## src/rtl/perceptron_trainer.sv

```systemverilog
// Online perceptron trainer: serial dot product, one-cycle prediction strobe, saturating update rule.
// Optional convergence freeze is compiled in by defining PERCEPTRON_TRAINER_CONVERGE_EN.
module perceptron_trainer #(
   parameter int N_IN      = 8,
   parameter int W_WIDTH   = 6,
   parameter int CNT_WIDTH = 8,
   parameter int CONV_RUN  = 16
) (
   input  logic                    clk,
   input  logic                    rst,
   input  logic                    train_en,
   input  logic                    clr_stats,
   input  logic                    sample_valid,
   output logic                    sample_ready,
   input  logic [N_IN-1:0]         sample_bits,
   input  logic                    target,
   output logic                    pred_valid,
   output logic                    pred,
   output logic                    mispredict,
   output logic [N_IN*W_WIDTH-1:0] weights,
   output logic [W_WIDTH-1:0]      bias,
   output logic [CNT_WIDTH-1:0]    err_count,
   output logic [CNT_WIDTH-1:0]    sample_count,
   output logic                    converged
);
   localparam int IDX_W = (N_IN > 1) ? $clog2(N_IN) : 1;
   localparam int ACC_W = W_WIDTH + $clog2(N_IN + 1) + 1;
   localparam logic [IDX_W-1:0] LAST_IDX = IDX_W'(N_IN - 1);
   localparam logic signed [W_WIDTH-1:0] W_MAX = {1'b0, {(W_WIDTH-1){1'b1}}};
   localparam logic signed [W_WIDTH-1:0] W_MIN = {1'b1, {(W_WIDTH-1){1'b0}}};
   localparam logic signed [W_WIDTH-1:0] ONE   = W_WIDTH'(1);

   if (N_IN < 2 || W_WIDTH < 2 || CNT_WIDTH < 1 || CONV_RUN < 1) begin : g_param_check
      $error("perceptron_trainer: unsupported parameter set");
   end

   typedef enum logic [1:0] {IDLE, ACCUM, DECIDE, UPDATE} state_t;

   state_t                    state;
   logic [N_IN-1:0]           x_reg;
   logic                      tgt_reg;
   logic [IDX_W-1:0]          idx;
   logic signed [ACC_W-1:0]   acc;
   logic signed [ACC_W-1:0]   acc_next;
   logic signed [ACC_W-1:0]   score;
   logic signed [W_WIDTH-1:0] w [N_IN];
   logic signed [W_WIDTH-1:0] bias_reg;
   logic                      frozen;

   // One +/-1 step that clamps at the signed range instead of wrapping.
   function automatic logic signed [W_WIDTH-1:0] sat_step(input logic signed [W_WIDTH-1:0] v,
                                                          input logic en, input logic up);
      if (!en) return v;
      if (up) return (v == W_MAX) ? v : v + ONE;
      return (v == W_MIN) ? v : v - ONE;
   endfunction

   always_comb begin
      acc_next = acc;
      if (x_reg[idx]) acc_next = acc + ACC_W'(w[idx]);
      score = acc_next + ACC_W'(bias_reg);
   end

   assign sample_ready = (state == IDLE);
   assign bias         = bias_reg;

   for (genvar g = 0; g < N_IN; g++) begin : g_flat
      assign weights[g*W_WIDTH +: W_WIDTH] = w[g];
   end

   always_ff @(posedge clk or posedge rst) begin
      if (rst) begin
         state        <= IDLE;
         x_reg        <= '0;
         tgt_reg      <= 1'b0;
         idx          <= '0;
         acc          <= '0;
         bias_reg     <= '0;
         pred         <= 1'b0;
         pred_valid   <= 1'b0;
         mispredict   <= 1'b0;
         err_count    <= '0;
         sample_count <= '0;
         for (int i = 0; i < N_IN; i++) w[i] <= '0;
      end else begin
         pred_valid <= 1'b0;
         unique case (state)
            IDLE: begin
               if (sample_valid) begin
                  x_reg   <= sample_bits;
                  tgt_reg <= target;
                  acc     <= '0;
                  idx     <= '0;
                  state   <= ACCUM;
               end
            end
            ACCUM: begin
               acc <= acc_next;
               idx <= idx + IDX_W'(1);
               // The final term is folded in here so the decision is registered on entry to DECIDE.
               if (idx == LAST_IDX) begin
                  pred       <= ~score[ACC_W-1];
                  mispredict <= ~score[ACC_W-1] ^ tgt_reg;
                  pred_valid <= 1'b1;
                  state      <= DECIDE;
               end
            end
            DECIDE: state <= UPDATE;
            UPDATE: begin
               if (train_en && mispredict && !frozen) begin
                  for (int i = 0; i < N_IN; i++) w[i] <= sat_step(w[i], x_reg[i], tgt_reg);
                  bias_reg <= sat_step(bias_reg, 1'b1, tgt_reg);
               end
               state <= IDLE;
            end
            default: state <= IDLE;
         endcase

         if (clr_stats) begin
            err_count    <= '0;
            sample_count <= '0;
         end else if (state == DECIDE) begin
            if (sample_count != '1) sample_count <= sample_count + CNT_WIDTH'(1);
            if (mispredict && err_count != '1) err_count <= err_count + CNT_WIDTH'(1);
         end
      end
   end

`ifdef PERCEPTRON_TRAINER_CONVERGE_EN
   localparam int RUN_W = $clog2(CONV_RUN + 1);

   logic [RUN_W-1:0] run;
   logic             conv;

   always_ff @(posedge clk or posedge rst) begin
      if (rst) begin
         run  <= '0;
         conv <= 1'b0;
      end else if (clr_stats) begin
         run  <= '0;
         conv <= 1'b0;
      end else if (state == DECIDE) begin
         if (mispredict) run <= '0;
         else if (run != RUN_W'(CONV_RUN)) run <= run + RUN_W'(1);
         if (!mispredict && run == RUN_W'(CONV_RUN - 1)) conv <= 1'b1;
      end
   end

   assign converged = conv;
   assign frozen    = conv;
`else
   assign converged = 1'b0;
   assign frozen    = 1'b0;
`endif

endmodule
```

## config.mk

```make
export PLATFORM = sky130hd
export DESIGN_NAME = perceptron_trainer
export DESIGN_NICKNAME = d
export VERILOG_FILES = /design/src/rtl/perceptron_trainer.sv
export SDC_FILE = /design/constraint.sdc
export NUM_CORES = 1
export LEC_CHECK = 0
export BUFFER_PORTS_ARGS = -buffer_cell sky130_fd_sc_hd__buf_2
export CELL_PAD_IN_SITES_DETAIL_PLACEMENT = 1
export CELL_PAD_IN_SITES_GLOBAL_PLACEMENT = 2
export CORE_MARGIN = 5
export CORE_UTILIZATION = 38
export DETAILED_ROUTE_END_ITERATION = 16
export PLACE_DENSITY = 0.93
export SLEW_MARGIN = 20
export SYNTH_ARGS = -nofsm -noshare
export SYNTH_HDL_FRONTEND = slang
export SYNTH_SLANG_ARGS = --single-unit
```

## constraint.sdc

```tcl
create_clock -name clk -period 7.23 [get_ports clk]
set_clock_uncertainty 0.15 [all_clocks]
set_input_delay 0.723 -clock clk [delete_from_list [all_inputs] [get_ports clk]]
set_output_delay 0.723 -clock clk [all_outputs]
set_load 0.01 [all_outputs]
```

==> run_results.csv <==
group,metric,value,unit
timing,setup-violations-final,0,
synthesis,synth_largest_area_cell,"dfrtp_1",
timing,tns,0,ns
timing,hold_viol,0,
routing,wl,18800,um
placement,gp_congestion,0.845,
timing,period_share,79.6,%
clocking,numCtsBuffers,9,
placement,dp_slack,1.55,ns
floorplan,die_area,20600,um^2
power_and_ir_drop,total_power,3.24,mW
routing,antenna_left,0,
global_route,grt_pass1_vias,6049,
clocking,postCtsHoldBufs,0,
floorplan,start_util,38.9,%
run_status,status,"complete, no violations",
floorplan,pin_count,89,
power_and_ir_drop,powerDensity,418,nW/um^2
placement,placed_area,7440,um^2
clocking,clockRootBuffer,"clkbuf_16",
setup_path,startpoint,"idx[0]$_DFFE_PP0P_",
setup_path,cp.required,7.32,ns
cells_and_area,fillers,1993,
placement,hpwl,13900,um
clocking,cts.clk_slew.worst_paths,0.07,ns
setup_path,worstPathArrival,5.85,ns
timing,max_freq,174,MHz
timing,tightest_slew,0.863,ns
timing,setup_ws,1.47,ns
synthesis,postSynthRegisterBits,98,
setup_path,r2r-start,"idx[0]$_DFFE_PP0P_",
cells_and_area,n_antenna_cell,0,
setup_path,cp-endpoint,"mispredict$_DFFE_PP0P_",
synthesis,synth-edff-count,0,
global_route,grt_util_all_layers,18.8,%
cells_and_area,fin_nets,823,
cells_and_area,area_growth,14.4,%
setup_path,r2r-end,"mispredict$_DFFE_PP0P_",
clocking,htreeDepth,3,
clocking,clk_latency,0.35,ns
worst_hold_path,hp-class,"in -> async",
synthesis,ys_async_sr_fraction,100,%
routing,viasPerCell,5.66,
cells_and_area,drive_above_1_share,21.5,%
setup_path,r2r_slack,1.47,ns
synthesis,synthesis.nets,740,
cells_and_area,largest_register_ff_count,48,
clocking,post-cts-setup-buffers,0,
floorplan,die_x,144,um
setup_path,ff2ff_path_depth,18,
synthesis,synth_ff_type,"dfrtp_1",
floorplan,core_area,17400,um^2
global_route,grt_overflow,0,
global_route,grt_first_pass_wirelength,31100,um
global_route,antenna_found_initial,0,
setup_path,critPathKind,"reg -> reg",
cells_and_area,final_area,7750,um^2
synthesis,synth_area_leaders,"dfrtp_1 (36%), ha_1 (12%), xnor2_1 (5.8%)",
routing,first_pass_iters,4,
synthesis,yosysUniqueCellTypes,59,
routing,drt_iter0_drc,276,
timing,slew_violations,0,
global_route,grt_max_degree,55,
synthesis,synth-seq-area-share,36.2,%
power_and_ir_drop,irDropWorstVdd,0.173,mV
routing,vias,5471,
clocking,clockBufferDepth,2,
floorplan,std_cell_rows,48,
setup_path,crit_path_start_kind,"register",
synthesis,syn_area,6780,um^2
synthesis,syn_inst,653,
clocking,clkSinkCount,98,
timing,rsz0062_at_grt,"false",
timing,period_needed,5.76,ns
setup_path,crit_fanout,16,
floorplan,die_h,144,um
job,max_cap_violations,0,
timing,slew_headroom,41.3,%
power_and_ir_drop,p_leak,3.91,nW
synthesis,ys_warn_count,0,
clocking,cts_resized,0,
placement,io_buffers,87,
routing,wl_per_cell,19.5,um
routing,route.detailed.drc,0,
setup_path,end_kind,"register",
synthesis,synth_top_area_share,36.2,%
synthesis,avgSynthCellArea,10.4,um^2
clocking,cts_tree,"built",
logic make-up (layout without fill, tap and decap cells):
kind of cell    after synthesis  in the layout  share of synthesized area, %
fa+ha+maj                    73             73                          14.6
xor+xnor                     73             73                          9.84
buf+inv                      39            127                          2.42
other cells                   1              1                        0.0553
mux                          50             50                          10.7
simple gates                171            171                          12.0
flops                        98             98                          36.2
compound gates              148            148                          14.2
area by class of cell:
type                            count  area, um^2  share of cell area (%)
Sequential cell                    98        2450                    31.6
Timing Repair Buffer               90         458                    5.91
Inverter                           21        81.3                    1.05
Tap cell                          225         282                    3.63
Multi-Input combinational cell    516        4170                    53.7
Clock inverter                      5        61.3                   0.791
Clock buffer                       11         253                    3.26
where the power goes:
part	switching (mW)	internal, mW
clock	0.222	0.289
sequential	0.331	0.711
combinational	0.905	0.781
Yosys cell counts (2+ instances only):
library cell,n
xor2_1,26
a21oi_1,47
a22o_1,10
nand4b_1,4
xnor2_1,45
or3_1,4
or4_1,2
o211ai_1,9
and2_1,4
o221a_2,2
a21o_1,16
nor2_1,48
o21bai_1,11
a31oi_1,6
nor3_1,6
mux2_2,32
and3_1,4
nand4_1,13
nand3_1,15
mux2i_1,3
a211o_1,2
o21ai_0,32
inv_1,20
nor4_1,6
ha_1,63
nor4b_1,3
fa_1,10
dfrtp_1,98
xnor3_1,2
mux4_2,14
nand2_1,56
buf_4,2
clkbuf_1,12
how the worst min path moves through the flow:
| stage | start | to | depth (start not counted) |
|---|---|---|---|
| final | rst | weights[7]$_DFFE_PP0P_ | 2 |
| after global routing | rst | weights[9]$_DFFE_PP0P_ | 2 |
| after CTS | rst | weights[7]$_DFFE_PP0P_ | 2 |
| after detailed placement | acc[5]$_DFFE_PP0P_ | acc[5]$_DFFE_PP0P_ | 1 |
| after global placement | acc[10]$_DFFE_PP0P_ | acc[10]$_DFFE_PP0P_ | 2 |
| after floorplan | acc[9]$_DFFE_PP0P_ | acc[9]$_DFFE_PP0P_ | 2 |
stage by stage:
stage,util (%),hold slack [ns],std cells
finish,44.5,0.275,966
global route,44.5,0.322,966
detailed placement,42.7,0.379,950
floorplan,-,0.339,653
global placement,42.7,0.371,950
CTS,44.5,0.290,966
placed cells by master, fill, tap and decap left out, types with 6 or more instances in the layout:
cell type,count
fa_1,10
a22o_1,10
o21ai_0,32
nor4_1,6
o211ai_1,9
a21oi_1,47
nand4_1,13
nand2_1,56
clkbuf_16,9
mux4_2,14
inv_1,19
nor3_1,6
mux2_2,32
a21o_1,16
xor2_1,26
a31oi_1,6
o21bai_1,11
dfrtp_1,98
nor2_1,48
nand3_1,15
xnor2_1,45
ha_1,63
buf_2,87
critical path: stages (launching register included):
cell and delay, ns:
dfrtp_1 0.91, mux4_2 0.61, mux2_2 0.31, ha_1 0.28
a21o_1 0.18, a21oi_1 0.24, o21bai_1 0.11, a21o_1 0.23
a21o_1 0.22, a2111o_1 0.41, o221a_2 0.13, ha_1 0.29
nand4_1 0.18, inv_1 0.07, a221oi_1 0.44, o41ai_4 0.18
xnor3_1 0.24, xnor3_1 0.20, mux2_2 0.26
metal layers:
| layer | wire (um) | track usage, % | vias to the layer above |
|---|---|---|---|
| met1 | 8020 | 23.1 | 2796 |
| li1 | - | - | 2546 |
| met5 | 0 | 0 | - |
| met3 | 687 | 2.86 | 20 |
| met2 | 9780 | 34.0 | 109 |
| met4 | 306 | 5.45 | 0 |
No activity file was read; power rests on OpenSTA's default activity.
